==> src/rtl/sipo_sched_pkg.sv <==
// Shared types and sizing helpers for the round-robin deserializer scheduler.
package sipo_sched_pkg;

  localparam int WORD_W    = 4;
  localparam int BIT_CNT_W = $clog2(WORD_W);

  typedef enum logic [1:0] {
    IDLE = 2'd0,
    SEND = 2'd1,
    WAIT = 2'd2,
    RESP = 2'd3
  } state_t;

  // Width of a counter that must be able to hold max_val.
  function automatic int cnt_w(input int max_val);
    return (max_val < 2) ? 1 : $clog2(max_val + 1);
  endfunction

endpackage

==> src/rtl/rr_arbiter.sv <==
// Combinational round-robin arbiter: first active request at or after ptr wins.
module rr_arbiter
  import sipo_sched_pkg::*;
#(
  parameter int NUM_REQ = 4,
  parameter int IDX_W   = $clog2(NUM_REQ)
) (
  input  logic [NUM_REQ-1:0] req,
  input  logic [IDX_W-1:0]   ptr,
  input  logic               enable,
  output logic [NUM_REQ-1:0] gnt,
  output logic [IDX_W-1:0]   idx
);

  logic found;
  int   pos;

  // Scan requesters starting at the pointer, wrapping modulo NUM_REQ.
  always_comb begin
    gnt   = '0;
    idx   = '0;
    found = 1'b0;
    pos   = 0;
    if (enable) begin
      for (int off = 0; off < NUM_REQ; off++) begin
        pos = (int'(ptr) + off) % NUM_REQ;
        if (!found && req[pos]) begin
          found    = 1'b1;
          gnt[pos] = 1'b1;
          idx      = IDX_W'(pos);
        end
      end
    end
  end

endmodule

==> src/rtl/sipo_rr_scheduler.sv <==
// Round-robin scheduler sharing one 4-bit SIPO deserializer between requesters:
// serializes the granted word MSB-first, waits for the parallel result and
// reports it back with error/timeout status.
module sipo_rr_scheduler
  import sipo_sched_pkg::*;
#(
  parameter int NUM_REQ = 4,
  parameter int TIMEOUT = 8
) (
  input  logic                       clk,
  input  logic                       rst,
  input  logic [NUM_REQ-1:0]         req,
  input  logic [NUM_REQ*WORD_W-1:0]  req_data,
  output logic [NUM_REQ-1:0]         grant,
  output logic                       done,
  output logic [$clog2(NUM_REQ)-1:0] done_id,
  output logic [WORD_W-1:0]          done_data,
  output logic                       err,
  output logic                       timeout,
  output logic                       sipo_in_valid,
  output logic                       sipo_s_in,
  input  logic                       sipo_out_valid,
  input  logic [WORD_W-1:0]          sipo_p_out
);

  localparam int IDX_W  = $clog2(NUM_REQ);
  localparam int WCNT_W = cnt_w(TIMEOUT);

  state_t               state, state_nxt;
  logic [IDX_W-1:0]     ptr, ptr_nxt;
  logic [IDX_W-1:0]     cur_id, cur_id_nxt;
  logic [WORD_W-1:0]    word, word_nxt;
  logic [WORD_W-1:0]    sh, sh_nxt;
  logic [BIT_CNT_W-1:0] bcnt, bcnt_nxt;
  logic [WCNT_W-1:0]    wcnt, wcnt_nxt;
  logic [NUM_REQ-1:0]   grant_nxt;
  logic                 done_nxt, err_nxt, timeout_nxt;
  logic                 in_valid_nxt, s_in_nxt;
  logic [IDX_W-1:0]     done_id_nxt;
  logic [WORD_W-1:0]    done_data_nxt;
  logic [WORD_W-1:0]    word_sel;
  logic [NUM_REQ-1:0]   arb_gnt;
  logic [IDX_W-1:0]     arb_idx;

  rr_arbiter #(
    .NUM_REQ (NUM_REQ),
    .IDX_W   (IDX_W)
  ) u_arb (
    .req    (req),
    .ptr    (ptr),
    .enable (state == IDLE),
    .gnt    (arb_gnt),
    .idx    (arb_idx)
  );

  assign word_sel = req_data[int'(arb_idx)*WORD_W +: WORD_W];

  // Next-state and next-output logic; every output is registered below.
  always_comb begin
    state_nxt     = state;
    ptr_nxt       = ptr;
    cur_id_nxt    = cur_id;
    word_nxt      = word;
    sh_nxt        = sh;
    bcnt_nxt      = bcnt;
    wcnt_nxt      = wcnt;
    grant_nxt     = grant;
    done_nxt      = 1'b0;
    done_id_nxt   = done_id;
    done_data_nxt = done_data;
    err_nxt       = err;
    timeout_nxt   = timeout;
    in_valid_nxt  = sipo_in_valid;
    s_in_nxt      = sipo_s_in;
    case (state)
      IDLE: begin
        if (|req) begin
          state_nxt    = SEND;
          grant_nxt    = arb_gnt;
          cur_id_nxt   = arb_idx;
          ptr_nxt      = (int'(arb_idx) == NUM_REQ-1) ? '0 : arb_idx + IDX_W'(1);
          word_nxt     = word_sel;
          // MSB goes out on the first SEND cycle; sh keeps the remaining bits.
          sh_nxt       = {word_sel[WORD_W-2:0], 1'b0};
          bcnt_nxt     = '0;
          in_valid_nxt = 1'b1;
          s_in_nxt     = word_sel[WORD_W-1];
        end
      end
      SEND: begin
        if (bcnt == BIT_CNT_W'(WORD_W-1)) begin
          in_valid_nxt = 1'b0;
          s_in_nxt     = 1'b0;
          wcnt_nxt     = '0;
          state_nxt    = WAIT;
        end else begin
          s_in_nxt = sh[WORD_W-1];
          sh_nxt   = {sh[WORD_W-2:0], 1'b0};
          bcnt_nxt = bcnt + BIT_CNT_W'(1);
        end
      end
      WAIT: begin
        // A result on the last allowed cycle still beats the timeout.
        if (sipo_out_valid) begin
          done_data_nxt = sipo_p_out;
          err_nxt       = (sipo_p_out != word);
          timeout_nxt   = 1'b0;
          done_nxt      = 1'b1;
          done_id_nxt   = cur_id;
          state_nxt     = RESP;
        end else if (wcnt == WCNT_W'(TIMEOUT-1)) begin
          done_data_nxt = '0;
          err_nxt       = 1'b1;
          timeout_nxt   = 1'b1;
          done_nxt      = 1'b1;
          done_id_nxt   = cur_id;
          state_nxt     = RESP;
        end else begin
          wcnt_nxt = wcnt + WCNT_W'(1);
        end
      end
      RESP: begin
        grant_nxt     = '0;
        done_id_nxt   = '0;
        done_data_nxt = '0;
        err_nxt       = 1'b0;
        timeout_nxt   = 1'b0;
        state_nxt     = IDLE;
      end
      default: state_nxt = IDLE;
    endcase
  end

  // Control and output registers with synchronous reset.
  always_ff @(posedge clk) begin
    if (rst) begin
      state         <= IDLE;
      ptr           <= '0;
      grant         <= '0;
      done          <= 1'b0;
      done_id       <= '0;
      done_data     <= '0;
      err           <= 1'b0;
      timeout       <= 1'b0;
      sipo_in_valid <= 1'b0;
      sipo_s_in     <= 1'b0;
    end else begin
      state         <= state_nxt;
      ptr           <= ptr_nxt;
      grant         <= grant_nxt;
      done          <= done_nxt;
      done_id       <= done_id_nxt;
      done_data     <= done_data_nxt;
      err           <= err_nxt;
      timeout       <= timeout_nxt;
      sipo_in_valid <= in_valid_nxt;
      sipo_s_in     <= s_in_nxt;
    end
  end

  // Datapath registers; only meaningful once the FSM has loaded them.
  always_ff @(posedge clk) begin
    cur_id <= cur_id_nxt;
    word   <= word_nxt;
    sh     <= sh_nxt;
    bcnt   <= bcnt_nxt;
    wcnt   <= wcnt_nxt;
  end

endmodule

==> config.mk <==
export PLATFORM = sky130hd
export DESIGN_NAME = sipo_rr_scheduler
export DESIGN_NICKNAME = d
export VERILOG_FILES = /design/src/rtl/sipo_sched_pkg.sv /design/src/rtl/rr_arbiter.sv /design/src/rtl/sipo_rr_scheduler.sv
export SDC_FILE = /design/constraint.sdc
export NUM_CORES = 1
export LEC_CHECK = 0
export CORE_MARGIN = 1.5
export CORE_UTILIZATION = 40
export DETAILED_ROUTE_END_ITERATION = 8
export PLACE_DENSITY_LB_ADDON = 0.25
export SLEW_MARGIN = 25
export SYNTH_ARGS = -nofsm -noshare
export SYNTH_HDL_FRONTEND = slang
export SYNTH_SLANG_ARGS = --single-unit
==> constraint.sdc <==
create_clock -name clk -period 9.7 [get_ports clk]
set_input_delay 0.97 -clock clk [delete_from_list [all_inputs] [get_ports clk]]
set_output_delay 0.97 -clock clk [all_outputs]
set_load 0.005 [all_outputs]
==> results.sh, run 1 <==
export IMPL_wl_um=3970
export IMPL_antennaDiodeCount=0
export IMPL_holdWs_ps=449
export IMPL_max_cap_violations=0
export IMPL_cts_buffers=5
export IMPL_slew_headroom_pct=51.9
export IMPL_yosys_top_cells_count="dfxtp_1 (19), a22oi_1 (16), edfxtp_1 (15), ha_1 (15), nor2_1 (14)"
export IMPL_yosysMostFrequentCell="dfxtp_1"
export IMPL_area_growth_pct=27.6
export IMPL_hold_buffers=0
export IMPL_path_cells="inv_1, ha_1, mux4_2, nor4b_2, o21bai_2, and2_4, mux4_2, mux2_2"
export IMPL_worstSetupEndpointType="register"
export IMPL_cp_slowest_cell="dfxtp_1"
export IMPL_wire_per_inst_um=13.5
export IMPL_syn_mean_instance_area_sq_um=11.0
export IMPL_period_needed_ps=3940
export IMPL_dp_hpwl_um=3000
export IMPL_startpoint_type="register"
export IMPL_place_area_sq_mm=0.00247
export IMPL_dpl_cell_count=285
export IMPL_gp_congestion=0.797
export IMPL_die_y_um=74.1
export IMPL_grt_usage_pct=15.6
export IMPL_finalSetupTns_ps=0
export IMPL_antenna_found_initial=0
export IMPL_crit_fanout=14
export IMPL_p_leak_uw=0.000946
export IMPL_yosysUniqueCellTypes=41
export IMPL_layout_drive_gt1_share_pct=11.1
export IMPL_clock_skew_ps=6.76
export IMPL_synth_compound_area_share_pct=16.1
export IMPL_core_sq_mm=0.00479
export IMPL_pin_count=42
export IMPL_hold_path_class="reg2reg"
export IMPL_power_density_mw_per_mm2=276
export IMPL_root_buffer="clkbuf_8"
export IMPL_netlist_area_sq_mm=0.00202
export IMPL_yosysSeqAreaShare_pct=41.1
export IMPL_yosys_warnings=0
export IMPL_vias=1558
export IMPL_rows=25
export IMPL_grt_pass1_wl_um=6540
export IMPL_synth_seq_cells=34
export IMPL_ir_drop_mv=0.101
export IMPL_hold_violations=0
export IMPL_grt_overflow_total=0
export IMPL_synth_top_family_by_area="compound AO/OA/AOI/OAI gates"
export IMPL_grt_max_degree=20
export IMPL_crit_type="reg2reg"
export IMPL_finalSetupViolCount=0
export IMPL_holdCritStartpoint="done_data[3]"
export IMPL_slew_viol_final=0
export IMPL_cts_buffer_depth=2
export IMPL_final_nets=267
export IMPL_design_die_area_sq_mm=0.00549
export IMPL_arrival_ps=3980
export IMPL_initial_utilization_pct=42.3
export IMPL_critPathLaunch="ptr[0]"
export IMPL_antenna_left=0
export IMPL_syn_nets=226
export IMPL_die_w_um=74.1
export IMPL_synth_fa_ha_area_share_pct=9.28
export IMPL_drt_initial_drc_count=64
export IMPL_post_cts_setup_buffers=0
export IMPL_drc=0
export IMPL_path_clk_slew_ps=70
export IMPL_fin_ws_ps=5760
export IMPL_period_share_pct=40.6
export IMPL_synth_edf_count=15
export IMPL_netlist_top_cells_area="edfxtp_1 (22%), dfxtp_1 (19%), ha_1 (9.3%)"
export IMPL_cts_resized=0
export IMPL_yosysTopAreaCellShare_pct=22.3
export IMPL_required_ps=9740
export IMPL_cp_slowest_stage_delay_ps=720
export IMPL_synth_xor_area_share_pct=2.60
export IMPL_status="complete, no violations"
export IMPL_fin_area_sq_mm=0.00258
export IMPL_crit_top_cell="mux4_2"
export IMPL_stdcell_count=293
export IMPL_drt_first_pass_iters=4
export IMPL_synthSimpleGateAreaFrac_pct=15.0
export IMPL_rsz0062_at_grt="no"
export IMPL_r2r_start="ptr[0]"
export IMPL_synth_mux_area_share_pct=12.1
export IMPL_tightest_slew_ps=719
export IMPL_tritoncts="done"
export IMPL_fmax_mhz=254
export IMPL_clock_sinks=34
export IMPL_clk_latency_ps=290
export IMPL_grt_pass1_vias=1439
export IMPL_portBuffers=41
export IMPL_place_ws_ps=5740
export IMPL_yosysTopAreaCell="edfxtp_1"
export IMPL_ys_dominant_reg_cell="dfxtp_1"
export IMPL_htreeDepth=2
export IMPL_via_per_inst=5.32
export IMPL_syn_instance_count=184
export IMPL_synthArstFlopShare_pct=0
-- through the flow --
step | total power, uW | util, %
after floorplan | 502 | -
after global placement | 582 | 51.6
after detailed placement | 587 | 51.6
after CTS | 718 | 54.0
after global routing | 769 | 54.0
final | 713 | 54.0
-- where the power goes --
group / switching, uW / total (uW) / internal [uW]
sequential: 39.9 / 261 / 221
combinational: 163 / 324 / 161
clock: 52.3 / 129 / 76.3
-- cells in the final DEF (no fill, tap or decap), drive strengths merged, types with 5 or more instances in the layout --
master,n
clkdlybuf4s50,41
inv,8
clkbuf,5
nor2b,5
a22oi,16
and2,5
a21oi,7
edfxtp,15
ha,15
dfxtp,19
nand2,9
o21ai,9
nor2,14
mux4,8
-- worst max-delay path, delay by kind of cell (launching register included) --
kind	cells	cell delay [ps]
AOI/OAI and AO/OA	1	240
adders and majority gates	1	480
buffers and inverters	1	290
DFF	1	720
muxes	3	1240
and+or+nand+nor	2	740
-- cell type report --
class	instances	area, sq um
fill	432	2200
tap	67	83.8
inverter	8	30.0
multi-input combinational	135	1110
clock inverter	3	45.0
sequential	34	831
timing repair buffer	41	410
clock buffer	5	68.8
-- routing by layer --
layer	GRT usage, %	share of wire [%]	routed length [um]	up-vias
met4	5.56	1.5	61	0
met3	4.07	3.8	149	5
li1	-	-	-	772
met2	25.3	48	1920	36
met5	0	0	0	-
met1	20.1	46	1840	745
-- sequential cells by signal, summed over array words and instances, names as in the netlist, 2 cells and up --
signal / count
bcnt: 2
cur_id: 2
done_data: 4
done_id: 2
grant: 4
ptr: 2
sh: 3
state: 2
wcnt: 4
word: 4
-- logic make-up (layout without fill, tap and decap cells) --
kind of cell             count (synthesis)  count (layout)
adder cells (fa/ha/maj)                 15              15
buffers and inverters                   15              57
AND/OR/NAND/NOR                         53              53
multiplexers                            14              14
flip-flops                              34              34
XOR/XNOR                                 6               6
AO/OA/AOI/OAI                           47              47
-- worst paths after layout --
kind / end / slack (ps) / cells after the start
worst max-delay path: sh[3] / 5760 / 8
worst min-delay path: done_data[3] / 450 / 2
worst max register to register: sh[3] / 5760 / 8
worst min register to register: done_data[3] / 450 / 2
No activity file was read; power rests on OpenSTA's default activity.
==> run 2, diff against run 1 <==
clock period = 3.9 ns   (was 9.7 ns; I/O delays follow)
==> run 2 against run 1 <==
Clock skew about the same. Clock power increased to 2.5 times the previous value. Critical path depth decreased by 1. Final area increased by 0.58%. Largest cell class unchanged.
==> results.sh, run 2 (same netlist as run 1, synthesis figures left out) <==
export IMPL_via_per_inst=5.21
export IMPL_clock_sinks=34
export IMPL_rrSetupSlack_ps=400
export IMPL_combPwrFrac_pct=46.7
export IMPL_wire_per_inst_um=13.6
export IMPL_core_sq_mm=0.00479
export IMPL_wl_um=4020
export IMPL_grt_usage_pct=16.2
export IMPL_status="complete, no violations"
export IMPL_initial_utilization_pct=42.3
export IMPL_seq_power_share_pct=35.0
export IMPL_finalSetupTns_ps=0
export IMPL_antennaDiodeCount=0
export IMPL_gp_congestion=0.844
export IMPL_slew_headroom_pct=49.8
export IMPL_final_cell_mix="clkdlybuf4s50_1 (41), dfxtp_1 (19), a22oi_1 (16)"
export IMPL_required_ps=3940
export IMPL_dp_hpwl_um=3020
export IMPL_max_cap_violations=0
export IMPL_clockPowerShare_pct=18.3
export IMPL_cts_resized=0
export IMPL_crit_type="reg2reg"
export IMPL_crit_fanout=10
export IMPL_holdCritStartpoint="done_data[0]"
export IMPL_slew_viol_final=0
export IMPL_die_y_um=74.1
export IMPL_final_common_cell="clkdlybuf4s50_1"
export IMPL_period_needed_ps=3500
export IMPL_dpl_cell_count=287
export IMPL_startpoint_type="register"
export IMPL_grt_pass1_vias=1430
export IMPL_final_nets=269
export IMPL_cts_buffers=5
export IMPL_drt_first_pass_iters=4
export IMPL_tightest_slew_ps=751
export IMPL_ir_drop_mv=0.250
export IMPL_post_cts_setup_buffers=0
export IMPL_root_buffer="clkbuf_8"
export IMPL_grt_pass1_wl_um=6870
export IMPL_p_leak_uw=0.000956
export IMPL_portBuffers=41
export IMPL_cp_endpoint="sh[3]"
export IMPL_critPathLaunch="ptr[1]"
export IMPL_fin_ws_ps=398
export IMPL_layout_drive_gt1_share_pct=11.8
export IMPL_pin_count=42
export IMPL_r2r_end="sh[3]"
export IMPL_multi_input_area_sq_mm=0.00111
export IMPL_power_density_mw_per_mm2=687
export IMPL_fmax_mhz=286
export IMPL_worstSetupEndpointType="register"
export IMPL_die_w_um=74.1
export IMPL_r2r_start="ptr[1]"
export IMPL_vias=1538
export IMPL_area_growth_pct=28.4
export IMPL_cts_buffer_depth=2
export IMPL_clock_skew_ps=6.34
export IMPL_fillers=421
export IMPL_place_ws_ps=396
export IMPL_finalSetupViolCount=0
export IMPL_tritoncts="done"
export IMPL_period_share_pct=89.8
export IMPL_hold_buffers=0
export IMPL_arrival_ps=3540
export IMPL_area_sequential_sq_um=831
export IMPL_drc=0
export IMPL_p_sw_uw=636
export IMPL_r2r_cells=7
export IMPL_rsz0062_at_grt="no"
export IMPL_stdcell_count=295
export IMPL_htreeDepth=2
export IMPL_grt_overflow_total=0
export IMPL_hold_path_class="reg2reg"
export IMPL_path_clk_slew_ps=80
export IMPL_hold_violations=0
export IMPL_antenna_found_initial=0
export IMPL_p_sw_share_pct=35.7
export IMPL_clk_latency_ps=290
export IMPL_rows=25
export IMPL_drt_initial_drc_count=47
export IMPL_antenna_left=0
export IMPL_intPower_uw=1150
export IMPL_design_die_area_sq_mm=0.00549
export IMPL_grt_max_degree=20
[run 2: changes by cell type in the layout (fill, tap and decap cells not counted), sizes merged]
cell | before | now
buf | 0 | 2
[run 2: layout make-up]
cell class | count | share of cell area [%]
clock buffers | 5 | 2.65
clock inverters | 3 | 1.73
inverters | 8 | 1.16
multi-input cells | 135 | 42.9
flip-flops and latches | 34 | 32.0
well taps | 67 | 3.23
repair buffers | 43 | 16.4
[run 2: critical path, stage by stage (launching register included)]
cell	delay, ps
dfxtp_1	530
inv_1	160
ha_1	430
mux4_2	660
o211a_1	310
o21ai_2	330
mux4_2	560
mux2_2	270
[run 2: power groups by stage]
stage                     registers (uW)  clock network, uW  logic, uW
final                                625                326        833
after global routing                 643                347        938
after CTS                            628                336        837
after detailed placement             634                  0        838
after global placement               633                  0        826
after floorplan                      619                  0        631
[run 2: per-stage QoR]
step / power, uW / hold WS, ps / utilization [%] / instance area, sq um
global route: 1930 / 475 / 54.3 / 2600
global placement: 1460 / 441 / 51.9 / 2480
floorplan: 1250 / 448 / - / 2020
detailed placement: 1470 / 452 / 51.9 / 2480
finish: 1780 / 457 / 54.3 / 2600
CTS: 1800 / 463 / 54.3 / 2600
[run 2: worst min-delay path by stage]
stage,depth (start not counted),endpoint,slack [ps]
after floorplan,2,done_data[0],450
after global placement,2,done_data[3],440
after detailed placement,2,done_data[0],450
after CTS,2,done_data[3],460
after global routing,2,done_data[1],480
final,2,done_data[0],460
[run 2: routing by layer]
layer,track usage [%],share of wire (%)
met5,0,0
met4,6.17,0.77
met3,3.52,3.7
met2,24.3,47
met1,23.0,49
